File: config.mk
export PLATFORM = sky130hd
export DESIGN_NAME = asg_sweep_sequencer
export DESIGN_NICKNAME = d
export VERILOG_FILES = /design/src/rtl/asg_seq_pkg.sv /design/src/rtl/asg_seq_tbl.sv /design/src/rtl/asg_sweep_sequencer.sv
export SDC_FILE = /design/constraint.sdc
export NUM_CORES = 1
export LEC_CHECK = 0
export BUFFER_PORTS_ARGS = -buffer_cell sky130_fd_sc_hd__buf_2
export CORE_MARGIN = 4
export CORE_UTILIZATION = 65
export CTS_CLUSTER_DIAMETER = 60
export DETAILED_ROUTE_END_ITERATION = 16
export PLACE_DENSITY_LB_ADDON = 0.2
export SLEW_MARGIN = 10
export SYNTH_ARGS = -nofsm -noshare
export SYNTH_HDL_FRONTEND = slang
export SYNTH_SLANG_ARGS = --single-unit
File: constraint.sdc
create_clock -name dac_clk_i -period 12.11 [get_ports dac_clk_i]
set_clock_uncertainty 0.15 [all_clocks]
set_input_delay 1.211 -clock dac_clk_i [delete_from_list [all_inputs] [get_ports dac_clk_i]]
set_output_delay 1.211 -clock dac_clk_i [all_outputs]
set_load 0.02 [all_outputs]
File: src/rtl/asg_seq_pkg.sv
// Shared types and config address map for the ASG frequency-sweep sequencer.
package asg_seq_pkg;

    typedef enum logic [2:0] {
        ST_IDLE  = 3'd0,
        ST_LOAD  = 3'd1,
        ST_ARM   = 3'd2,
        ST_WAIT  = 3'd3,
        ST_DWELL = 3'd4,
        ST_FIN   = 3'd5
    } seq_state_e;

    localparam logic [7:0] SEQ_A_LAST   = 8'h00;
    localparam logic [7:0] SEQ_A_SETTLE = 8'h04;
    localparam logic [7:0] SEQ_A_DWELL  = 8'h08;
    localparam logic [7:0] SEQ_A_TMO    = 8'h0C;
    localparam logic [7:0] SEQ_A_TBL    = 8'h40;

    // Cycles at the start of WAIT during which a stale measurement level is ignored.
    localparam logic [1:0] SEQ_BLANK_CYCLES = 2'd2;

    // A dwell of N lasts N cycles, with 0 treated as a single cycle.
    function automatic logic [31:0] dwellLoadValue(input logic [31:0] dwell);
        return (dwell == 32'd0) ? 32'd0 : dwell - 32'd1;
    endfunction

endpackage

File: src/rtl/asg_seq_tbl.sv
// Step-word table: one write port, synchronous read with an enable so the
// output holds the last word read between points.
module asg_seq_tbl #(
    parameter int DW    = 30,
    parameter int DEPTH = 16,
    parameter int AW    = $clog2(DEPTH)
) (
    input  logic          i_clk,
    input  logic          i_rst,
    input  logic          i_we,
    input  logic [AW-1:0] i_waddr,
    input  logic [DW-1:0] i_wdata,
    input  logic          i_re,
    input  logic [AW-1:0] i_raddr,
    output logic [DW-1:0] o_rdata
);

    logic [DW-1:0] r_mem [DEPTH];
    logic [DW-1:0] r_rdata;

    always_ff @(posedge i_clk) begin
        if (i_we) begin
            r_mem[i_waddr] <= i_wdata;
        end
    end

    // Only the read register is reset; the array contents survive a reset.
    always_ff @(posedge i_clk or posedge i_rst) begin
        if (i_rst) begin
            r_rdata <= '0;
        end else if (i_re) begin
            r_rdata <= r_mem[i_raddr];
        end
    end

    assign o_rdata = r_rdata;

endmodule

File: src/rtl/asg_sweep_sequencer.sv
// Frequency-sweep scheduler for one ASG channel: walks a table of phase-step
// words, settling, triggering and waiting for a measurement at each point.
module asg_sweep_sequencer
    import asg_seq_pkg::*;
#(
    parameter int RSZ  = 14,
    parameter int NPTS = 16
) (
    input  logic                      dac_clk_i,
    input  logic                      dac_rst_i,
    input  logic                      cfg_we_i,
    input  logic [7:0]                cfg_addr_i,
    input  logic [31:0]               cfg_wdata_i,
    input  logic                      start_i,
    input  logic                      abort_i,
    input  logic                      meas_done_i,
    output logic [RSZ+15:0]           set_step_o,
    output logic                      set_rst_o,
    output logic                      trig_sw_o,
    output logic                      busy_o,
    output logic [$clog2(NPTS)-1:0]   pt_idx_o,
    output logic                      pt_strobe_o,
    output logic                      done_o,
    output logic                      err_o
);

    localparam int IW = $clog2(NPTS);
    localparam int SW = RSZ + 16;

    seq_state_e    r_state, w_nextState;
    logic [IW-1:0] r_lastIdx, r_idx, w_nextIdx, w_rdAddr;
    logic [15:0]   r_settle;
    logic [31:0]   r_dwell, r_tmo, r_cnt, w_nextCnt, w_dwellLoad;
    logic [1:0]    r_blank, w_nextBlank;
    logic          r_meas;
    logic          r_setRst, r_trig, r_busy, r_strobe, r_done, r_err;
    logic          w_strobe, w_setErr, w_clrErr, w_rdEn;
    logic          w_cfgWe, w_tblWe;
    logic [5:0]    w_tblOff;
    logic [SW-1:0] w_tblData;

    assign w_cfgWe     = cfg_we_i && !r_busy;
    assign w_tblOff    = cfg_addr_i[7:2] - SEQ_A_TBL[7:2];
    assign w_tblWe     = w_cfgWe && (cfg_addr_i >= SEQ_A_TBL) &&
                         (cfg_addr_i[1:0] == 2'b00) && (int'(w_tblOff) < NPTS);
    assign w_dwellLoad = dwellLoadValue(r_dwell);

    always_ff @(posedge dac_clk_i or posedge dac_rst_i) begin
        if (dac_rst_i) begin
            r_lastIdx <= '0;
            r_settle  <= '0;
            r_dwell   <= '0;
            r_tmo     <= '0;
        end else if (w_cfgWe) begin
            case (cfg_addr_i)
                SEQ_A_LAST:   r_lastIdx <= cfg_wdata_i[IW-1:0];
                SEQ_A_SETTLE: r_settle  <= cfg_wdata_i[15:0];
                SEQ_A_DWELL:  r_dwell   <= cfg_wdata_i;
                SEQ_A_TMO:    r_tmo     <= cfg_wdata_i;
                default: ;
            endcase
        end
    end

    asg_seq_tbl #(
        .DW    (SW),
        .DEPTH (NPTS),
        .AW    (IW)
    ) u_tbl (
        .i_clk   (dac_clk_i),
        .i_rst   (dac_rst_i),
        .i_we    (w_tblWe),
        .i_waddr (w_tblOff[IW-1:0]),
        .i_wdata (cfg_wdata_i[SW-1:0]),
        .i_re    (w_rdEn),
        .i_raddr (w_rdAddr),
        .o_rdata (w_tblData)
    );

    // One shared down-counter serves settle, timeout and dwell in turn.
    always_comb begin
        w_nextState = r_state;
        w_nextCnt   = r_cnt;
        w_nextBlank = r_blank;
        w_nextIdx   = r_idx;
        w_strobe    = 1'b0;
        w_setErr    = 1'b0;
        w_clrErr    = 1'b0;
        w_rdEn      = 1'b0;
        w_rdAddr    = r_idx;
        case (r_state)
            ST_IDLE: begin
                if (start_i && !abort_i) begin
                    w_nextState = ST_LOAD;
                    w_nextIdx   = '0;
                    w_nextCnt   = {16'd0, r_settle};
                    w_clrErr    = 1'b1;
                    w_rdEn      = 1'b1;
                    w_rdAddr    = '0;
                end
            end
            ST_LOAD: begin
                if (r_cnt == 32'd0) begin
                    w_nextState = ST_ARM;
                end else begin
                    w_nextCnt = r_cnt - 32'd1;
                end
            end
            ST_ARM: begin
                w_nextState = ST_WAIT;
                w_nextCnt   = r_tmo;
                w_nextBlank = SEQ_BLANK_CYCLES;
            end
            ST_WAIT: begin
                if (r_blank != 2'd0) begin
                    w_nextBlank = r_blank - 2'd1;
                end
                if (r_blank == 2'd0 && r_meas) begin
                    w_strobe    = 1'b1;
                    w_nextState = ST_DWELL;
                    w_nextCnt   = w_dwellLoad;
                end else if (r_tmo != 32'd0 && r_cnt == 32'd0) begin
                    w_setErr    = 1'b1;
                    w_nextState = ST_DWELL;
                    w_nextCnt   = w_dwellLoad;
                end else if (r_cnt != 32'd0) begin
                    w_nextCnt = r_cnt - 32'd1;
                end
            end
            ST_DWELL: begin
                if (r_cnt != 32'd0) begin
                    w_nextCnt = r_cnt - 32'd1;
                end else if (r_idx == r_lastIdx) begin
                    w_nextState = ST_FIN;
                end else begin
                    w_nextState = ST_LOAD;
                    w_nextIdx   = r_idx + IW'(1);
                    w_nextCnt   = {16'd0, r_settle};
                    w_rdEn      = 1'b1;
                    w_rdAddr    = r_idx + IW'(1);
                end
            end
            ST_FIN: begin
                w_nextState = ST_IDLE;
            end
            default: begin
                w_nextState = ST_IDLE;
            end
        endcase
        if (abort_i && r_state != ST_IDLE) begin
            w_nextState = ST_IDLE;
            w_nextCnt   = r_cnt;
            w_nextIdx   = r_idx;
            w_strobe    = 1'b0;
            w_setErr    = 1'b0;
            w_rdEn      = 1'b0;
        end
    end

    // Outputs are decoded from the next state so every one of them is a flop.
    always_ff @(posedge dac_clk_i or posedge dac_rst_i) begin
        if (dac_rst_i) begin
            r_state  <= ST_IDLE;
            r_cnt    <= '0;
            r_blank  <= '0;
            r_idx    <= '0;
            r_meas   <= 1'b0;
            r_setRst <= 1'b0;
            r_trig   <= 1'b0;
            r_busy   <= 1'b0;
            r_strobe <= 1'b0;
            r_done   <= 1'b0;
            r_err    <= 1'b0;
        end else begin
            r_state  <= w_nextState;
            r_cnt    <= w_nextCnt;
            r_blank  <= w_nextBlank;
            r_idx    <= w_nextIdx;
            r_meas   <= meas_done_i;
            r_setRst <= (w_nextState == ST_LOAD);
            r_trig   <= (w_nextState == ST_ARM);
            r_busy   <= (w_nextState != ST_IDLE);
            r_strobe <= w_strobe;
            r_done   <= (w_nextState == ST_FIN);
            if (w_clrErr) begin
                r_err <= 1'b0;
            end else if (w_setErr) begin
                r_err <= 1'b1;
            end
        end
    end

    assign set_step_o  = w_tblData;
    assign set_rst_o   = r_setRst;
    assign trig_sw_o   = r_trig;
    assign busy_o      = r_busy;
    assign pt_idx_o    = r_idx;
    assign pt_strobe_o = r_strobe;
    assign done_o      = r_done;
    assign err_o       = r_err;

endmodule

Yosys cells after proc, flatten, opt, wreduce, memory -nomap -nowiden
Memory sizes are Yosys's and may differ from the RTL's. A register that Yosys moved wholly into a read port is not among the register bits.
Cells that the tools add are included.
{"block": "totals", "register_bits": 132, "ram_bits": 480, "memories": 1, "in_bits": 46, "out_inout_bits": 40}
{"name": "u_tbl.r_mem", "depth": 16, "width": 30, "read_ports": 1, "rd_clocked_by_memory_dff": 1, "write_ports": 1, "line": "asg_seq_tbl.sv:18", "source": "logic [DW-1:0] r_mem [DEPTH];"}
{"block": "op_classes", "n_mux": 40, "n_eq_ne": 16, "n_bitwise": 1, "order_cmp": 2, "reduce_logical": 30, "add_sub_neg": 5}
{"operator": "two-way mux 32 bit", "n": 8}
{"operator": "one-hot mux 32 bit (5 select lines)", "n": 1}
{"operator": "logical NOT 32 bit", "n": 2}
{"operator": "nonzero test 32 bit", "n": 2}
{"operator": "subtractor 32 x 1 -> 32 bit (second input constant)", "n": 2}
{"operator": "two-way mux 3 bit", "n": 7}
{"operator": "equality test 8 x 4 -> 1 bit (second input constant)", "n": 2}
{"operator": "two-way mux 1 bit", "n": 16}
{"operator": "one-hot mux 3 bit (5 select lines)", "n": 1}
{"operator": "two-way mux 4 bit", "n": 3}
{"operator": "AND reduction 2 bit", "n": 5}
{"operator": "equality test 3 x 2 -> 1 bit (second input constant)", "n": 3}
{"operator": "equality test 8 x 3 -> 1 bit (second input constant)", "n": 1}
{"operator": "greater-or-equal comparator 8 x 7 -> 1 bit (second input constant)", "n": 1}
{"operator": "logical AND 1 bit", "n": 8}
{"operator": "logical NOT 8 bit", "n": 1}
{"operator": "one-hot mux 4 bit (2 select lines)", "n": 1}
{"operator": "equality test 3 x 1 -> 1 bit (second input constant)", "n": 2}
{"operator": "equality test 3 bit (second input constant)", "n": 2}
{"operator": "less-than comparator 6 x 5 -> 1 bit (second input constant)", "n": 1}
{"operator": "inequality test 2 bit (second input constant)", "n": 3}
{"operator": "AND reduction 6 bit", "n": 1}
{"operator": "nonzero test 2 bit", "n": 3}
{"operator": "nonzero test 3 bit", "n": 2}
{"operator": "other kinds (14)", "n": 16}

Logic depth before layout (Yosys ltp)
{"block": "depth", "word_depth": 8, "depth_mapped": 14}

By module
A second synthesis with hierarchy kept.
{"block": "unflattened", "hier_cells": 1561, "area_unflattened_um2": 26848.2}
{"module": "asg_seq_tbl", "cells_per_inst": 823, "n_inst": 1, "seq_area_each_um2": 15164.5, "area_each_um2": 19502.5}
{"module": "asg_sweep_sequencer", "cells_per_inst": 738, "n_inst": 1, "seq_area_each_um2": 3303.2, "area_each_um2": 7345.8}

Worst setup path after synthesis
Ideal clock, no wire load.
{"block": "synth_path", "path_type": "input to register", "start": "in cfg_addr_i[0]", "end": "mem u_tbl.r_mem[3][0] (enable)", "n_path_buf": 0, "required_time_ps": 11505, "path_stages": 5, "path_slack_ps": 7459, "t_arrival_ps": 4047, "setup_time_ps": 455, "cell_sequence": "nand2b_1 nor4_1 and2_1 nand3_1 nor3_1"}
{"block": "synth_via", "elab_chain_len": 6, "word_cells_on_any_way": 7, "classes_between": "1 x order compare; 2 x mux; 4 x reduce/logical"}
{"element": "start, declared", "line": "asg_sweep_sequencer.sv:12", "source": "input logic [7:0] cfg_addr_i,"}
{"element": "greater-or-equal comparator 8 x 7 -> 1 bit", "line": "asg_sweep_sequencer.sv:44", "source": "assign w_tblWe = w_cfgWe && (cfg_addr_i >= SEQ_A_TBL) &&"}
{"element": "logical AND 1 bit", "line": "asg_sweep_sequencer.sv:44"}
{"element": "logical AND 1 bit *", "line": "asg_sweep_sequencer.sv:44"}
{"element": "logical AND 1 bit *", "line": "asg_sweep_sequencer.sv:45", "source": "(cfg_addr_i[1:0] == 2'b00) && (int'(w_tblOff) < NPTS);"}
{"element": "two-way mux 1 bit *", "line": "asg_seq_tbl.sv:22", "source": "if (i_we) begin"}
{"element": "two-way mux 1 bit (implied by the code) *", "line": "asg_seq_tbl.sv:23", "source": "r_mem[i_waddr] <= i_wdata;"}
{"element": "end, declared", "line": "asg_seq_tbl.sv:18"}
Mark *: on every way between the ends. The rest lies on a longest branch, timed or not.

Final worst setup path
{"block": "layout_path", "start": "reg r_cnt[0]", "end": "reg u_tbl.r_rdata[0] (netlist: u_tbl.o_rdata[0]) (read register of u_tbl.r_mem)"}
{"block": "layout_via", "elab_chain_len": 4, "word_cells_on_any_way": 6, "classes_between": "5 x mux; 1 x reduce/logical"}
{"element": "start, declared", "line": "asg_sweep_sequencer.sv:33", "source": "logic [31:0] r_dwell, r_tmo, r_cnt, w_nextCnt, w_dwellLoad;"}
{"element": "start signal, assigned", "line": "asg_sweep_sequencer.sv:176", "source": "r_cnt <= w_nextCnt;"}
{"element": "nonzero test 32 bit *", "line": "asg_sweep_sequencer.sv:131", "source": "if (r_cnt != 32'd0) begin"}
{"element": "two-way mux 1 bit", "line": "asg_sweep_sequencer.sv:131"}
{"element": "one-hot mux 1 bit (2 select lines)", "line": "asg_sweep_sequencer.sv:91", "source": "case (r_state)"}
{"element": "two-way mux 1 bit", "line": "asg_sweep_sequencer.sv:150", "source": "if (abort_i && r_state != ST_IDLE) begin"}
{"element": "end, declared", "line": "asg_seq_tbl.sv:19", "source": "logic [DW-1:0] r_rdata;"}
Marks and branches as above.
A chain may end at the register's enable or synchronous reset.

==> impl_metrics.csv <==
group,metric,value,unit
yosys,number_of_flops_mapped_to_enable_cells_by_yosys,480,
sta,relSlewSlack,15.9,%
clocking,cts_tree,"done",
pwr,cellInternalPower,4.40,mW
pwr,net-switching-power,2.34,mW
pwr,total_power_consumption,6.74,mW
sta,setup_violations,0,
sta,hold_viol_final,0,
floorplanning,floorplan.die.height,213,um
sta,layout_min_cycle_time,6060,ps
yosys,yosysWarnings,0,
floorplanning,standard_cell_row_count,74,
drt,routed_wl,68.8,mm
sta,timing.hold.ws,357,ps
grt,grt_pass1_wl,105,mm
pwr,peakVddDrop,0.000245,V
yosys,synthesis.nets,2017,
clocking,number_of_instances_resized_during_post_cts_repair,0,
drt,wire_per_inst,26.2,um
worst_hold_path,worst_hold_path.endpoint,"r_settle[8]$_DFFE_PP0P_",
clocking,cts_post_setup_buffers_inserted,0,
sta,worst-slew-pin-transition,1250,ps
final_layout,area.growth.synth_to_final,11.6,%
grt,grt_max_degree,102,
setup_path,setup_slack_on_the_worst_flop_to_flop_path,6050,ps
final_layout,commonest_non_fill_non_tap_cell_in_the_layout,"edfxtp_1",
clocking,cts_buffers,66,
yosys,synthFlopType,"edfxtp_1",
floorplanning,full_die_area,45300,sq um
sta,final.period_utilization,50.1,%
final_layout,num-fill-cells,2549,
drt,drt_first_iter_violations,2155,
setup_path,critical_path_arrival,6400,ps
setup_path,regToRegStartpoint,"r_cnt[0]$_DFFE_PP0P_",
grt,overflow,0,
final_layout,final_nets,2087,
clocking,cts-htree-levels,3,
yosys,yosysUniqueCellTypes,70,
pwr,power_frac_clock,29.8,%
drt,drt_first_pass_iters,7,
floorplanning,core_area,41100,sq um
yosys,post_synth_instance_area,27300,sq um
drt,routed_vias,17600,
worst_hold_path,worst_hold_path.num_cells,1,
yosys,library_cell_with_the_largest_summed_area_after_synthesis,"edfxtp_1",
grt,first_global_vias,17800,
grt,met1_track_utilization_from_global_routing,42.1,%
clocking,holdBufCountCts,0,
final_layout,layout_common_cells,"480 x edfxtp_1, 211 x mux2i_1, 187 x nand2_1",
grt,globalRouteMet3Util,4.66,%
setup_path,startpoint_type,"register",
pwr,combinational_power_share,31.5,%
worst_hold_path,hold_class,"register to register",
sta,max_freq,0.165,GHz
grt,antenna_found_initial,4,
yosys,cell_types_with_the_largest_area_share_after_synthesis,"edfxtp_1 53%, dfrtp_1 15%, mux2i_1 7.7%",
setup_path,worstRegToRegCells,12,
run_status,outcome,"finished clean",
final_layout,utilization,74.0,%
setup_path,crit_fanout,74,
yosys,yosys.area.top_type_share,52.9,%
clocking,cts_root_buffer,"clkbuf_16",
sta,setup_repair_after_global_routing_missed_its_margin,"no",
grt,globalRouteMet2Util,50.3,%
yosys,yosysSeqAreaShare,67.8,%
clocking,clk_pin_slew,60,ps
floorplanning,floorplan.io_pins,86,
setup_path,cp-end-kind,"register",
setup_path,critical_path.reg2reg.endpoint,"u_tbl.o_rdata[0]$_DFFE_PP0P_",
drt,via_per_inst,6.73,
placed_design,place_congestion,0.927,
placed_design,detailedPlacementHpwl,39.2,mm
sta,timing_max_transition_violations_final,0,
pwr,power_leakage,11.3,nW
drt,route.detailed.drc,0,
pwr,p_per_area,222,nW/um^2
grt,grt_usage,30.6,%
final_layout,share_of_cells_above_drive_strength_1,16.5,%
clocking,numClockSinks,642,
yosys,asyncSetResetFlopFracSynth,25.2,%
setup_path,worstSetupPathType,"register to register",
yosys,synth.avg_cell_area,13.9,sq um
setup_path,worst_ep_required_time,12450,ps
drt,antenna_left,0,
floorplanning,initial_standard_cell_utilization_of_the_core,66.3,%
sta,setup_tns,0,ps
grt,globalRoute.busiestLayer,"met2",
yosys,netlist_instances,1966,
pwr,seq_power_share,38.8,%
clocking,clock_latency,590,ps
final_layout,antenna_cell_count,0,
floorplanning,die_width,213,um
pwr,sw_frac_of_total,34.7,%
run,cap_violations,0,
clocking,clk_path_buf_depth,3,
yosys,synth.ff_latch_count,642,
worst_hold_path,timing.hold.worst.start,"r_settle[8]$_DFFE_PP0P_",
placed_design,buffer_ports.inserted,85,
[cell usage after synthesis (13+ instances only)]
cell type	number
o211ai_1	59
dfrtp_1	162
nor2_1	105
inv_1	17
o21ai_1	19
nand3_1	70
mux2i_1	211
nor3_1	37
xor2_1	13
a221o_1	29
a311oi_1	29
edfxtp_1	480
mux2_2	82
nor4_1	27
o21ai_0	85
a21oi_1	67
xnor2_1	23
nand2_1	188
buf_2	24
a221oi_1	13
clkbuf_1	75
[layout make-up]
class	count	area, sq um	area share, %
flip-flops and latches	642	18500	60.7
clock inverters	23	221	0.728
repair buffers	122	703	2.31
clock buffers	99	1950	6.41
well taps	532	666	2.19
multi-input cells	1187	8330	27.4
inverters	17	68.8	0.226
[metrics by stage]
step | setup slack [ps] | instance area, sq um | instances
2_1_floorplan | 6370 | 27300 | 1966
3_3_place_gp | 6170 | 28200 | 2500
3_5_place_dp | 5930 | 28200 | 2500
4_1_cts | 6120 | 30400 | 2622
5_1_grt | 5820 | 30400 | 2622
6_report | 6050 | 30400 | 2622
[critical path, cell delays in order, from the launching register on]
cell and delay, ps:
dfrtp_1 420, inv_1 110, ha_1 150, or4b_2 630, or4_1 530, or4_1 610, nand3_4 610, buf_4 870
buf_4 970, nand2_1 140, a311oi_1 330, o211ai_1 180, o211ai_1 140
[kinds of logic (layout without fill, tap and decap cells)]
kind of cell,count (synthesis),in the layout,share of synthesized area [%]
mux,293,293,11.1
fa+ha+maj,6,6,0.266
buf+inv,137,261,2.42
simple gates,493,493,8.39
xor+xnor,36,36,1.16
flops,642,642,67.8
compound gates,359,359,8.86
[flip-flops by register name, summed over array words and instances (netlist names), 2 cells and up]
| register | flops |
|---|---|
| u_tbl.r_mem | 480 |
| r_cnt | 32 |
| r_dwell | 32 |
| r_tmo | 32 |
| u_tbl.o_rdata | 30 |
| r_settle | 16 |
| pt_idx_o | 4 |
| r_lastIdx | 4 |
| r_state | 3 |
| r_blank | 2 |
[power by group through the flow]
stage	clock, mW	combinational (mW)	sequential, mW
after floorplan	0	1.49	2.67
after global placement	0	2.01	2.64
after detailed placement	0	2.07	2.65
after CTS	2.02	2.09	2.61
after global routing	2.12	2.28	2.63
final	2.01	2.12	2.61
[routing by layer]
metal | wire length, um | vias to the layer above
li1 | - | 7653
met2 | 33500 | 986
met5 | 13 | -
met1 | 26600 | 8807
met3 | 6140 | 195
met4 | 2540 | 2
[worst max path at each step]
stage	end	cells past startpoint	from	slack, ps
final	u_tbl.o_rdata[0]$_DFFE_PP0P_	12	r_cnt[0]$_DFFE_PP0P_	6050
after CTS	u_tbl.o_rdata[0]$_DFFE_PP0P_	12	r_cnt[0]$_DFFE_PP0P_	6120
after global placement	u_tbl.o_rdata[19]$_DFFE_PP0P_	11	start_i	6170
after detailed placement	u_tbl.o_rdata[2]$_DFFE_PP0P_	11	start_i	5930
after global routing	u_tbl.o_rdata[0]$_DFFE_PP0P_	12	r_cnt[1]$_DFFE_PP0P_	5820
after floorplan	busy_o$_DFF_PP0_	1	dac_rst_i	6370
Note: power is estimated with default switching activity, not from simulation.
